### src/rtl/blinker_array.sv
// Multi-channel blink generator: per-channel OFF / ON / free-running BLINK / counted BURST.
// Optional BLINKER_ARRAY_SYNC_EN adds sync_in_i to realign all running channels.
module blinker_array #(
  parameter int CHANNELS = 4,
  parameter int CNT_W    = 25,
  parameter int BURST_W  = 4,
  localparam int CH_W    = (CHANNELS > 1) ? $clog2(CHANNELS) : 1
) (
  input  logic                clk_i,
  input  logic                rst_ni,
`ifdef BLINKER_ARRAY_SYNC_EN
  input  logic                sync_in_i,
`endif
  input  logic                cfg_valid_i,
  output logic                cfg_ready_o,
  input  logic [CH_W-1:0]     cfg_ch_i,
  input  logic [1:0]          cfg_mode_i,
  input  logic [CNT_W-1:0]    cfg_half_i,
  input  logic [BURST_W-1:0]  cfg_count_i,
  output logic [CHANNELS-1:0] blink_o,
  output logic [CHANNELS-1:0] busy_o,
  output logic [CHANNELS-1:0] done_o
);

  // S_OFF idle low | S_ON steady high | S_HI/S_LO running half-periods
  typedef enum logic [1:0] {S_OFF, S_ON, S_HI, S_LO} state_e;

  state_e               state_q [CHANNELS];
  state_e               state_d [CHANNELS];
  logic [CNT_W-1:0]     cnt_q   [CHANNELS];
  logic [CNT_W-1:0]     cnt_d   [CHANNELS];
  logic [CNT_W-1:0]     half_q  [CHANNELS];
  logic [CNT_W-1:0]     half_d  [CHANNELS];
  logic [BURST_W-1:0]   rem_q   [CHANNELS];
  logic [BURST_W-1:0]   rem_d   [CHANNELS];
  logic [CHANNELS-1:0]  burst_q, burst_d;
  logic [CHANNELS-1:0]  term_q, term_d;
  logic [CHANNELS-1:0]  blink_q, blink_d;
  logic [CHANNELS-1:0]  busy_q, busy_d;
  logic [CHANNELS-1:0]  done_q, done_d;
  logic                 ready_q, ready_d;
  logic                 wr_en;
  logic                 sync_w;

`ifdef BLINKER_ARRAY_SYNC_EN
  assign sync_w = sync_in_i;
`else
  assign sync_w = 1'b0;
`endif

  always_ff @(posedge clk_i or negedge rst_ni) begin
    if (!rst_ni) begin
      ready_q <= 1'b0;
      blink_q <= '0;
      busy_q  <= '0;
      done_q  <= '0;
      term_q  <= '0;
      burst_q <= '0;
      for (int c = 0; c < CHANNELS; c++) begin
        state_q[c] <= S_OFF;
        cnt_q[c]   <= '0;
        half_q[c]  <= '0;
        rem_q[c]   <= '0;
      end
    end else begin
      ready_q <= ready_d;
      blink_q <= blink_d;
      busy_q  <= busy_d;
      done_q  <= done_d;
      term_q  <= term_d;
      burst_q <= burst_d;
      state_q <= state_d;
      cnt_q   <= cnt_d;
      half_q  <= half_d;
      rem_q   <= rem_d;
    end
  end

  // Out-of-range channel writes are still handshaked so the controller never stalls.
  always_comb begin
    ready_d = !(cfg_valid_i && ready_q);
    wr_en   = cfg_valid_i && ready_q && (32'(cfg_ch_i) < 32'(CHANNELS));
    burst_d = burst_q;
    term_d  = '0;
    for (int c = 0; c < CHANNELS; c++) begin
      state_d[c] = state_q[c];
      cnt_d[c]   = cnt_q[c];
      half_d[c]  = half_q[c];
      rem_d[c]   = rem_q[c];
      if (wr_en && (cfg_ch_i == CH_W'(c))) begin
        half_d[c]  = cfg_half_i;
        rem_d[c]   = cfg_count_i;
        cnt_d[c]   = '0;
        burst_d[c] = (cfg_mode_i == 2'b11);
        case (cfg_mode_i)
          2'b00: state_d[c] = S_OFF;
          2'b01: state_d[c] = S_ON;
          2'b10: state_d[c] = S_HI;
          default: begin
            if (cfg_count_i == '0) begin
              state_d[c] = S_OFF;
              term_d[c]  = 1'b1;
            end else begin
              state_d[c] = S_HI;
            end
          end
        endcase
      end else if ((state_q[c] == S_HI) || (state_q[c] == S_LO)) begin
        if (sync_w) begin
          state_d[c] = S_HI;
          cnt_d[c]   = '0;
        end else if (cnt_q[c] == half_q[c]) begin
          cnt_d[c] = '0;
          if (state_q[c] == S_HI) begin
            state_d[c] = S_LO;
          end else if (burst_q[c] && (rem_q[c] == BURST_W'(1))) begin
            state_d[c] = S_OFF;
            term_d[c]  = 1'b1;
          end else begin
            state_d[c] = S_HI;
            if (burst_q[c]) rem_d[c] = rem_q[c] - BURST_W'(1);
          end
        end else begin
          cnt_d[c] = cnt_q[c] + CNT_W'(1);
        end
      end
    end
  end

  always_comb begin
    blink_d = '0;
    busy_d  = '0;
    done_d  = term_q;
    for (int c = 0; c < CHANNELS; c++) begin
      blink_d[c] = (state_q[c] == S_ON) || (state_q[c] == S_HI);
      busy_d[c]  = (state_q[c] == S_HI) || (state_q[c] == S_LO);
    end
  end

  assign cfg_ready_o = ready_q;
  assign blink_o     = blink_q;
  assign busy_o      = busy_q;
  assign done_o      = done_q;

endmodule

### config.mk
export PLATFORM = sky130hd
export DESIGN_NAME = blinker_array
export DESIGN_NICKNAME = d
export VERILOG_FILES = /design/src/rtl/blinker_array.sv
export SDC_FILE = /design/constraint.sdc
export NUM_CORES = 1
export LEC_CHECK = 0
export ABC_AREA = 1
export CAP_MARGIN = 5
export CORE_MARGIN = 2
export CORE_UTILIZATION = 40
export DETAILED_ROUTE_END_ITERATION = 10
export GPL_ROUTABILITY_DRIVEN = 0
export HOLD_SLACK_MARGIN = 0.06
export SYNTH_ARGS = -nofsm -noshare
export SYNTH_HDL_FRONTEND = slang
export SYNTH_SLANG_ARGS = --single-unit
### constraint.sdc
create_clock -name clk_i -period 3.1 [get_ports clk_i]
set_input_delay 0.62 -clock clk_i [delete_from_list [all_inputs] [get_ports clk_i]]
set_output_delay 0.62 -clock clk_i [all_outputs]
set_load 0.1 [all_outputs]
# Yosys cells after proc, flatten, opt, wreduce, memory -nomap -nowiden
# Index checks and enable logic that the tools add are counted.
[classes]
mux = 80
eq_ne = 34
n_div = 0
n_shift = 0
reduce_logical = 42
bitwise = 0
n_addsub = 8
multipliers = 0
order_cmp = 0
[ops]
columns = ["op", "n"]
rows = [
  ["$mux 25", 12],
  ["$add 25x1->25 const B", 4],
  ["$eq 25x25->1", 4],
  ["$mux 4", 24],
  ["$mux 2", 21],
  ["$eq 2x2->1 const B", 12],
  ["$reduce_bool 2->1", 12],
  ["$mux 1", 22],
  ["$reduce_and 5->1", 4],
  ["$eq 4x1->1 const B", 4],
  ["$ne 2x2->1 const B", 8],
  ["$sub 4x1->4 const B", 4],
  ["$eq 2x1->1 const B", 6],
  ["$logic_and 1x1->1", 9],
  ["$logic_or 1x1->1", 8],
  ["$reduce_and 2->1", 4],
  ["$pmux 2 s3", 1],
  ["$logic_not 2->1", 2],
  ["$logic_not 4->1", 1],
  ["$reduce_or 3->1", 1],
  ["$logic_not 1->1", 1],
]
[word_totals]
out_inout_bits = 13
register_bits = 245
ram_bits = 0
romBits = 0
latch_bits = 0
elab_cells = 189
n_memories = 0

# Longest topological paths before layout
[logic_depth]
ltp_word = 7
ltp_mapped = 12
mapped_depth_nobuf = 12

# Least setup slack after synthesis
# No wires, ideal clock.
[synth_timing]
kind = "register to register"
from = "reg ready_q (netlist: cfg_ready_o)"
to = "reg cnt_q[57] (netlist name)"
setup_ns = 0.128
path_slack_ns = 0.930
required_ns = 2.972
arrival_time_ns = 2.043
stages_incl_launch_ff = 10
path_buffers = 2
synth_period_minus_slack_ns = 2.170
cell_sequence = "dfrtp_1 > nand2_2 > nor3_2 > buf_4 > nor2_4 > inv_2 > buf_4 > nand2_1 > o31ai_1 > a21oi_1"
[synth_via]
elab_chain_cells = 3
[synth_rtl]
columns = ["item", "line_no", "rtl"]
rows = [
  ["from (decl)", "41", "logic ready_q, ready_d;"],
  ["from (signal assigned)", "66", "ready_q <= ready_d;"],
  ["$logic_and 1x1->1 (*)", "82", "wr_en = cfg_valid_i && ready_q && (32'(cfg_ch_i) < 32'(CHANNELS));"],
  ["$logic_and 1x1->1 (*)", "90", "if (wr_en && (cfg_ch_i == CH_W'(c))) begin"],
  ["$mux 25 / $reduce_bool 2->1 (equally long branches)", "-", ""],
  ["to (signal assigned)", "73", "cnt_q <= cnt_d;"],
  ["to (decl)", "30", "logic [CNT_W-1:0] cnt_q [CHANNELS];"],
]
# Every way passes the cells marked *; elsewhere a longest branch is shown, timed or not.
# A chain may end at the register's enable or synchronous reset.

# Worst setup path in the final report
[layout_timing]
from = "reg state_q[0] (netlist name)"
to = "reg cnt_q[14] (netlist name)"
[layout_via]
elab_chain_cells = 3
[layout_rtl]
columns = ["item", "line_no", "rtl"]
rows = [
  ["from (decl)", "28", "state_e state_q [CHANNELS];"],
  ["from (signal assigned)", "72", "state_q <= state_d;"],
  ["$eq 2x2->1", "-", ""],
  ["$logic_or 1x1->1 (*)", "-", ""],
  ["net busy_d[3]", "39", "logic [CHANNELS-1:0] busy_q, busy_d;"],
  ["$reduce_bool 2->1 (no line) (*)", "-", ""],
]
# The timed path passes the listed nets; every way through them passes the cells marked *.

==> impl_metrics.env <==
export IMPL_cts_buffer_depth=3
export IMPL_syn_area_um2=13280
export IMPL_gr_total_overflow=0
export IMPL_drt_wl_total_mm=35.48
export IMPL_routedWlPerCell_um=16.14
export IMPL_max_cap_violations=0
export IMPL_avgSynthCellArea_um2=7.850
export IMPL_viasPerCell=5.069
export IMPL_setup_reg_to_reg_worst_slack_ns=0.91
export IMPL_drc_errors=0
export IMPL_cts_sinks=245
export IMPL_hp_class="register to register"
export IMPL_grt_antenna_before_repair=0
export IMPL_worst_setup_path_start_kind="register"
export IMPL_holdWs_ns=0.3480
export IMPL_initial_core_util_pct=40.72
export IMPL_worst_pin_slew_ns=0.5979
export IMPL_io_buffers=48
export IMPL_synth_top_cell_area_share_pct=46.16
export IMPL_die_area_um2=34680
export IMPL_seq_area_frac_synth_pct=46.16
export IMPL_cp_cell_sequence="inv_1 > ha_1 > nor2_1 > inv_1 > nor2_4 > clkinv_2 > buf_12 > nand2_1 > xor2_1 > a21oi_1"
export IMPL_arrival_ns=2.60
export IMPL_post_cts_setup_buffers=0
export IMPL_crit_path_top_delay_cell="dfrtp_1"
export IMPL_htree_levels=1
export IMPL_fin_crit_sh_pct=70.54
export IMPL_fp_dieW_um=186.2
export IMPL_period_minus_slack_ns=2.187
export IMPL_core_area_um2=32620
export IMPL_grt_max_degree=79
export IMPL_num_nets_final=1790
export IMPL_mostFrequentLayoutCell="nand2_1"
export IMPL_setup_viol=0
export IMPL_required_ns=3.51
export IMPL_numCtsBuffers=28
export IMPL_io_pins=49
export IMPL_slew_headroom_pct=59.72
export IMPL_hold_violations=0
export IMPL_yosysTopAreaCell="dfrtp_1"
export IMPL_powerDensity_nw_per_um2=743.3
export IMPL_cts_tree="built"
export IMPL_ys_warn_count=0
export IMPL_die_y_um=186.2
export IMPL_diodes=0
export IMPL_crit_path_frequent_cell="inv_1"
export IMPL_drive_gt1_share_pct=7.517
export IMPL_setup_tns_ns=0
export IMPL_synth_seq_cells=245
export IMPL_area_growth_syn_to_layout_pct=14.10
export IMPL_ir_worst_vdd_mv=0.5944
export IMPL_grt_pass1_vias=10760
export IMPL_grt_total_usage_pct=21.18
export IMPL_grt_pass1_wl_mm=57.84
export IMPL_synth_cells=1692
export IMPL_clk_latency_ns=0.55
export IMPL_final_cell_mix="nand2_1, dfrtp_1, inv_1, nor2_1, o21ai_0"
export IMPL_synth_nets=1748
export IMPL_synth_cell_types=38
export IMPL_worstPathMaxFanout=24
export IMPL_drt_pass1_iterations=5
export IMPL_maxSlewViolCount=0
export IMPL_rows=66
export IMPL_finClkSkew_ns=0.01481
export IMPL_max_stage_delay_ns=0.38
export IMPL_p_leak_nw=7.228
export IMPL_grt_setup_unrepaired="false"
export IMPL_clk_pin_slew_worst_paths_ns=0.06
export IMPL_cts_resized=0
export IMPL_holdBufCountCts=1
export IMPL_ys_top_cells_by_area="dfrtp_1, nand2_1, xor2_1, o21ai_0, inv_1"
export IMPL_drtIter0Drc=984
export IMPL_dr_total_vias=11140
export IMPL_fmax_mhz=457.3
export IMPL_cp_end_kind="register"
export IMPL_n_fill_cell=3262
export IMPL_path_class="register to register"
export IMPL_status="finished clean"
export IMPL_clock_tree_root_cell="clkbuf_16"
export IMPL_ant_nets=0
export IMPL_dp_hpwl_mm=25.89
[state kept, by name, summed over array words and instances (netlist names)]
| name | flops |
|---|---|
| blink_o | 4 |
| half_q | 100 |
| cnt_q | 100 |
| done_o | 4 |
| rem_q | 16 |
| busy_o | 4 |
| burst_q | 4 |
| done_d | 4 |
| cfg_ready_o | 1 |
| state_q | 8 |
[path summary, 6_finish.rpt]
kind	endpoint	cells past startpoint	from
worst min-delay path	done_o[1]	0	done_d[1]
max in group asynchronous	cnt_q[85]	3	rst_ni
worst max register to register	cnt_q[14]	10	state_q[0]
worst max-delay path	cnt_q[14]	10	state_q[0]
worst min register to register	done_o[1]	0	done_d[1]
min in group asynchronous	cnt_q[4]	2	rst_ni
[synthesized netlist by cell type]
| cell | n |
|---|---|
| a21o_1 | 2 |
| a21oi_1 | 82 |
| a21oi_2 | 2 |
| a31oi_1 | 1 |
| and2_1 | 1 |
| buf_1 | 7 |
| buf_2 | 23 |
| buf_4 | 8 |
| buf_6 | 3 |
| clkbuf_1 | 16 |
| clkbuf_2 | 5 |
| clkinv_2 | 1 |
| dfrtp_1 | 245 |
| ha_1 | 20 |
| inv_1 | 168 |
| inv_2 | 11 |
| mux2i_1 | 2 |
| nand2_1 | 444 |
| nand2_2 | 8 |
| nand2_4 | 2 |
| nand3_1 | 110 |
| nand3_2 | 6 |
| nand3b_1 | 2 |
| nand4_1 | 46 |
| nor2_1 | 142 |
| nor2_2 | 9 |
| nor2_4 | 2 |
| nor3_1 | 30 |
| nor3_2 | 4 |
| nor3_4 | 1 |
| nor4_1 | 1 |
| o21ai_0 | 141 |
| o21ai_1 | 4 |
| o22ai_1 | 9 |
| o31ai_1 | 2 |
| or2_1 | 1 |
| xnor2_1 | 48 |
| xor2_1 | 83 |
[layer usage]
| metal | track usage, % | vias up | wire length [um] |
|---|---|---|---|
| met4 | 5.071 | 0 | 759 |
| met2 | 35.08 | 237 | 16540 |
| met3 | 2.083 | 45 | 1436 |
| li1 | - | 5531 | - |
| met5 | 0 | - | 0 |
| met1 | 30.01 | 5328 | 16740 |
[stage by stage]
stage | area (um^2) | utilization [%] | setup slack, ns | power (W) | cells
finish | 15150 | 46.46 | 0.9132 | 0.01126 | 2198
global route | 15150 | 46.46 | 0.6930 | 0.01199 | 2198
CTS | 15150 | 46.46 | 0.9285 | 0.01137 | 2198
detailed placement | 14200 | 43.55 | 0.4212 | 0.007970 | 2145
global placement | 14200 | 43.55 | 0.4686 | 0.007899 | 2145
floorplan | 13280 | - | 0.9297 | 0.006948 | 1692
[worst max-delay path: cells and delay by family (launching register included)]
family	cells	cell delay, ns
compound gates	1	0.06
fa+ha+maj	1	0.20
flops	1	0.38
xor+xnor	1	0.17
simple gates	3	0.44
buf+inv	4	0.80
[cell type report]
cell class              instances  area, um^2  area share [%]
multi-input cells            1205        6153           40.60
flip-flops and latches        245        6131           40.46
clock buffers                  41       840.8           5.548
repair buffers                 74       700.7           4.624
inverters                     180       676.9           4.467
well taps                     442       553.0           3.649
clock inverters                11       98.84          0.6522
[power by group]
| group | internal [W] | switching (W) | leakage [nW] |
|---|---|---|---|
| clock network | 0.00196 | 0.00137 | 0.456 |
| logic | 0.00116 | 0.00229 | 3.59 |
| registers | 0.00385 | 0.000632 | 3.18 |
[logic make-up after synthesis]
logic type,after synthesis,synth area share (%)
XOR/XNOR,131,8.639
AO/OA/AOI/OAI,243,9.383
flip-flops,245,46.16
AND/OR/NAND/NOR,809,26.27
multiplexers,2,0.1507
buffers and inverters,242,7.508
adder cells (fa/ha/maj),20,1.884
Note: power is estimated with default switching activity, not from simulation.
